`config.mk`:
```
export PLATFORM = sky130hd
export DESIGN_NAME = i2s_sample_transmitter
export DESIGN_NICKNAME = d
export VERILOG_FILES = /design/src/rtl/i2s_sample_transmitter.sv
export SDC_FILE = /design/constraint.sdc
export NUM_CORES = 1
export LEC_CHECK = 0
export CAP_MARGIN = 15
export CORE_MARGIN = 1.5
export CORE_UTILIZATION = 45
export DETAILED_ROUTE_END_ITERATION = 8
export GPL_TIMING_DRIVEN = 0
export MAX_ROUTING_LAYER = met4
export PLACE_DENSITY = 0.67
export SLEW_MARGIN = 20
export SYNTH_ARGS = -nofsm -noshare
export SYNTH_HDL_FRONTEND = slang
export SYNTH_SLANG_ARGS = --single-unit
```
`constraint.sdc`:
```
create_clock -name clk -period 3.85 [get_ports clk]
set_input_delay 0.5775 -clock clk [delete_from_list [all_inputs] [get_ports clk]]
set_output_delay 0.5775 -clock clk [all_outputs]
set_load 0.01 [all_outputs]
```
`src/rtl/i2s_sample_transmitter.sv`:
```
// I2S transmitter: rounds/saturates 34-bit interpolated stereo samples to 24-bit PCM
// and serializes them as 512-clk I2S frames (BCLK = clk/8, LRCLK = clk/512).
module i2s_sample_transmitter #(
  parameter int unsigned SHIFT = 7
) (
  input  logic        clk,
  input  logic        reset,
  input  logic        run,
  input  logic        din_valid,
  input  logic [33:0] l_data_in,
  input  logic [33:0] r_data_in,
  input  logic        clr_flags,
  output logic        i2s_bclk,
  output logic        i2s_lrclk,
  output logic        i2s_sdata,
  output logic        frame_start,
  output logic        underrun,
  output logic        overrun
);

  localparam int unsigned IN_W   = 34;
  localparam int unsigned EXT_W  = 35;
  localparam int unsigned PCM_W  = 24;
  localparam int unsigned DIV_W  = 3;
  localparam int unsigned SLOT_W = 6;
  localparam int unsigned K_W    = 5;

  localparam logic signed [EXT_W-1:0] RND     = EXT_W'(1) << (SHIFT - 1);
  localparam logic signed [EXT_W-1:0] PCM_MAX = EXT_W'(24'h7F_FFFF);
  localparam logic signed [EXT_W-1:0] PCM_MIN = ~PCM_MAX;

  // Round-half-up, arithmetic shift, clamp to 24-bit signed range.
  function automatic logic [PCM_W-1:0] f_convert(input logic [IN_W-1:0] d);
    logic signed [EXT_W-1:0] x;
    logic signed [EXT_W-1:0] y;
    x = $signed({d[IN_W-1], d}) + RND;
    y = x >>> SHIFT;
    if (y > PCM_MAX)      return PCM_MAX[PCM_W-1:0];
    else if (y < PCM_MIN) return PCM_MIN[PCM_W-1:0];
    else                  return y[PCM_W-1:0];
  endfunction

  logic [DIV_W-1:0]  r_div;
  logic [SLOT_W-1:0] r_slot;
  logic [PCM_W-1:0]  r_hold_l, r_hold_r, r_shift_l, r_shift_r;
  logic              r_fresh, r_bclk, r_lrclk, r_sdata, r_frame_start, r_underrun, r_overrun;

  logic              w_load;
  logic [DIV_W-1:0]  w_div_nxt;
  logic [SLOT_W-1:0] w_slot_nxt;
  logic [PCM_W-1:0]  w_hold_l_nxt, w_hold_r_nxt, w_shift_l_nxt, w_shift_r_nxt, w_word;
  logic [K_W-1:0]    w_k, w_bit_idx;
  logic              w_fresh_nxt, w_sdata_nxt, w_underrun_nxt, w_overrun_nxt;

  // Next-state: dividers, frame load, capture and flag logic.
  always_comb begin
    w_div_nxt     = '0;
    w_slot_nxt    = '0;
    w_shift_l_nxt = '0;
    w_shift_r_nxt = '0;
    w_load        = run && (r_div == 3'd7) && (r_slot == 6'd63);
    if (run) begin
      w_div_nxt     = r_div + 3'd1;
      w_slot_nxt    = (r_div == 3'd7) ? r_slot + 6'd1 : r_slot;
      w_shift_l_nxt = w_load ? r_hold_l : r_shift_l;
      w_shift_r_nxt = w_load ? r_hold_r : r_shift_r;
    end

    w_k         = w_slot_nxt[K_W-1:0];
    w_word      = w_slot_nxt[SLOT_W-1] ? w_shift_r_nxt : w_shift_l_nxt;
    w_bit_idx   = 5'd24 - w_k;
    w_sdata_nxt = ((w_k >= 5'd1) && (w_k <= 5'd24)) ? w_word[w_bit_idx] : 1'b0;

    w_hold_l_nxt = din_valid ? f_convert(l_data_in) : r_hold_l;
    w_hold_r_nxt = din_valid ? f_convert(r_data_in) : r_hold_r;
    w_fresh_nxt  = din_valid ? 1'b1 : (w_load ? 1'b0 : r_fresh);

    w_underrun_nxt = (w_load && !r_fresh) ? 1'b1 : (clr_flags ? 1'b0 : r_underrun);
    w_overrun_nxt  = (din_valid && r_fresh && !w_load) ? 1'b1 : (clr_flags ? 1'b0 : r_overrun);
  end

  always_ff @(posedge clk) begin
    if (reset) begin
      r_div         <= '0;
      r_slot        <= '0;
      r_hold_l      <= '0;
      r_hold_r      <= '0;
      r_shift_l     <= '0;
      r_shift_r     <= '0;
      r_fresh       <= 1'b0;
      r_bclk        <= 1'b0;
      r_lrclk       <= 1'b0;
      r_sdata       <= 1'b0;
      r_frame_start <= 1'b0;
      r_underrun    <= 1'b0;
      r_overrun     <= 1'b0;
    end else begin
      r_div         <= w_div_nxt;
      r_slot        <= w_slot_nxt;
      r_hold_l      <= w_hold_l_nxt;
      r_hold_r      <= w_hold_r_nxt;
      r_shift_l     <= w_shift_l_nxt;
      r_shift_r     <= w_shift_r_nxt;
      r_fresh       <= w_fresh_nxt;
      r_bclk        <= w_div_nxt[DIV_W-1];
      r_lrclk       <= w_slot_nxt[SLOT_W-1];
      r_sdata       <= w_sdata_nxt;
      r_frame_start <= w_load;
      r_underrun    <= w_underrun_nxt;
      r_overrun     <= w_overrun_nxt;
    end
  end

  assign i2s_bclk    = r_bclk;
  assign i2s_lrclk   = r_lrclk;
  assign i2s_sdata   = r_sdata;
  assign frame_start = r_frame_start;
  assign underrun    = r_underrun;
  assign overrun     = r_overrun;

endmodule
```
==> run_results.csv <==
group,metric,value,unit
place,dp_worst_setup_slack,-0.1498,ns
clock_network,clock_sinks,110,
route,wl_per_cell,16.89,µm
floorplanning,rows,42,
logic_synthesis,avgSynthCellArea,8.441,µm²
route,wirelength,16570,µm
worst_setup_path,crit_chain,"ha_1 -> ha_1 -> buf_6 -> xor2_1 -> nand2_1 -> clkbuf_2 -> ha_1 -> o211ai_2 -> nand2_2 -> mux2_2 -> o2111a_1 -> or4_1 -> o32ai_1 -> a31o_1",
logic_synthesis,synth_fp_nets,805,
worst_setup_path,r2r_cells,14,
place,gp_congestion,0.9144,
logic_synthesis,synth-seq-area-share,35.98,%
route,via_per_inst,5.673,
power,peakVddDrop,0.0002410,V
global_route,grt_use_total,24.78,%
route,antenna_left,0,
power,seqPwrFrac,51.2,%
worst_setup_path,cp_slowest_cell,"or4_1",
clock_network,post_cts_buffers,0,
power,clock_power_share,37.3,%
min_path,holdPathEnd,"r_div[0]$_SDFF_PP0_",
timing,maxSlewViolCount,0,
global_route,grt_max_degree,18,
clock_network,clk_latency,0.35,ns
route,wl_met3,813,µm
timing,hold-worst-slack,0.4419,ns
cells_and_area,diodes,0,
logic_synthesis,synth_seq_cells,110,
power,p_leak,2.652,nW
worst_setup_path,end_kind,"flop",
route,routed.top_layer,"met4",
clock_network,h-tree-depth,3,
power,power.switching,606.9,µW
global_route,grt_pass1_wl,27320,µm
min_path,holdPathStages,1,
floorplanning,die_h,119.6,µm
place,hpwl,12830,µm
worst_setup_path,reg2reg_to,"i2s_sdata$_SDFF_PP0_",
power,combPwrFrac,11.4,%
floorplanning,die_area,14310,µm²
global_route,gr-total-overflow,0,
status,run_status,"complete, no violations",
global_route,grt_pass1_vias,5385,
logic_synthesis,syn_inst,725,
clock_network,clkTransAtPathRegs,0.06,ns
min_path,holdCritPathClass,"flop to flop",
power,swShare,25.33,%
timing,slew_headroom,47.02,%
logic_synthesis,synth.most_common_cell,"dfxtp_1",
logic_synthesis,yosysUniqueCellTypes,69,
cells_and_area,syn2layout_area_growth,18.73,%
timing,rsz0062_at_grt,"false",
logic_synthesis,syn_area,6120,µm²
logic_synthesis,ys_warn_count,0,
power,p_int,1.789,mW
worst_setup_path,critPathMostFrequentCell,"ha_1",
cells_and_area,drive_gt1_share,11.06,%
run,maxCapViolations,0,
cells_and_area,nNetsFinal,880,
route,dr_total_vias,5565,
logic_synthesis,ys_dominant_reg_cell,"dfxtp_1",
timing,setup_ws,0.3018,ns
floorplanning,start_util,46.21,%
timing,worstMarginPinSlew,0.7887,ns
timing,finalHoldViolCount,0,
timing,setup_viol,0,
timing,fmax,281.8,MHz
route,drcViolationCount,0,
place,dp_cells,965,
clock_network,clockRootBuffer,"clkbuf_16",
worst_setup_path,crit_type,"flop to flop",
route,wl_met2,7838,µm
route,drt_iter0_markers,343,
global_route,grt_antenna_before_repair,0,
logic_synthesis,synth.largest_area_cell,"dfxtp_1",
floorplanning,die_x,119.6,µm
worst_setup_path,reg2reg_from,"r_div[0]$_SDFF_PP0_",
route,wl_met1,7518,µm
min_path,hp-start,"r_div[0]$_SDFF_PP0_",
clock_network,cts.path.max_buffers,2,
logic_synthesis,synth_commonest_cells,"dfxtp_1 (110), nand2_1 (108), nor2_1 (69)",
worst_setup_path,rrSetupSlack,0.30,ns
place,portBuffers,64,
power,powerDensity,329.8,nW/µm²
clock_network,tritoncts,"done",
worst_setup_path,cp-start-kind,"flop",
timing,fin_worst_skew,0.009114,ns
timing,min_period,3.548,ns
logic_synthesis,synth_top_area_share,35.98,%
worst_setup_path,required,4.13,ns
timing,min_period_over_period,92.16,%
floorplanning,pin_count,79,
cells_and_area,finalNonFillerCells,981,
logic_synthesis,synth-async-reset-ratio,0,%
logic_synthesis,synthTopCellsByArea,"dfxtp_1 (36%), nand2_1 (6.6%), xor2_1 (4.7%), nor2_1 (4.2%), nor3_2 (3.1%)",
worst_setup_path,cp.arrival,3.83,ns
route,drt-pass1-iter-count,7,
worst_setup_path,critPathMaxFanout,10,
floorplanning,core-area,13240,µm²
timing,fin_tns_setup,0,ns
worst_setup_path,slowest_delay,0.50,ns
logic_synthesis,synth_edf_count,0,
clock_network,cts_buffers,9,
-- routing by layer --
layer	GRT usage, %	vias to the layer above
met2	41.31	142
met5	-	-
met1	31.23	2683
li1	-	2715
met3	2.947	25
met4	8.631	0
-- flip-flops by register name, summed over array words and instances, names as in the netlist --
signal       cells
r_slot           6
r_shift_l       24
frame_start      1
r_shift_r       24
r_div            3
underrun         1
r_hold_r        24
i2s_sdata        1
overrun          1
r_hold_l        24
r_fresh          1
-- power by group through the flow --
stage | clock network (mW) | registers (mW) | logic, mW
global route | 0.946 | 1.23 | 0.301
CTS | 0.904 | 1.23 | 0.275
detailed placement | 0 | 1.25 | 0.274
floorplan | 0 | 1.23 | 0.149
global placement | 0 | 1.25 | 0.267
finish | 0.895 | 1.23 | 0.274
-- layout make-up --
type,instances,area (µm²)
buffer,48,265.3
inverter,15,56.30
sequential,110,2202
clock buffer,11,252.7
timing repair buffer,64,640.6
clock inverter,5,31.28
fill,1252,5977
tap,176,220.2
multi-input combinational,552,3597
-- layout by cell type (no fill, tap or decap), types with 8 or more instances in the layout --
cell type	count
xnor2_1	16
inv_1	15
o211ai_1	22
dfxtp_1	110
nand4_1	12
xor2_1	33
nor2b_1	21
mux2i_1	10
o21ai_0	19
a211oi_1	8
and3_1	24
o21a_1	23
nand2_1	108
clkbuf_16	9
mux4_2	8
clkdlybuf4s50_1	64
and4_1	9
buf_2	10
a21oi_1	34
clkbuf_1	21
nor2_1	69
nand3_1	37
nor3_2	19
-- cells by family after synthesis --
family                     count (synthesis)  synth area share (%)
AOI/OAI and AO/OA                        144                 16.44
buffers and inverters                     63                 5.234
adders and majority gates                  7                 1.431
muxes                                     22                 5.561
and+or+nand+nor                          330                 28.34
xor gates and xnor gates                  49                 7.013
DFF                                      110                 35.98
-- critical path, delay by kind of cell, from the launching register on --
kind	cells	cell delay [ns]
and+or+nand+nor	3	0.93
AOI/OAI and AO/OA	4	0.68
adders and majority gates	3	0.62
buffers and inverters	2	0.42
muxes	1	0.37
DFF	1	0.32
xor gates and xnor gates	1	0.16
-- metrics by stage --
step                cell area (µm²)  power (mW)  util [%]
floorplan                      6120       1.378         -
global placement               6980       1.518     52.71
detailed placement             6980       1.526     52.71
CTS                            7264       2.405     54.86
global route                   7266       2.478     54.87
finish                         7266       2.396     54.87
-- what timing repair did --
| action | in CTS | in global routing |
|---|---|---|
| endpoints found under the setup margin | 0 | 1 |
| gates resized for setup | 0 | 2 |
| hold buffers | 0 | 0 |
-- worst max-delay path by stage --
| stage | to | depth (start not counted) | startpoint |
|---|---|---|---|
| floorplan | i2s_sdata$_SDFF_PP0_ | 14 | r_div[0]$_SDFF_PP0_ |
| global placement | i2s_sdata$_SDFF_PP0_ | 12 | run |
| detailed placement | i2s_sdata$_SDFF_PP0_ | 12 | run |
| CTS | i2s_sdata$_SDFF_PP0_ | 14 | r_div[0]$_SDFF_PP0_ |
| global route | i2s_sdata$_SDFF_PP0_ | 14 | r_div[0]$_SDFF_PP0_ |
| finish | i2s_sdata$_SDFF_PP0_ | 14 | r_div[0]$_SDFF_PP0_ |
(Power assumes the default switching activity.)
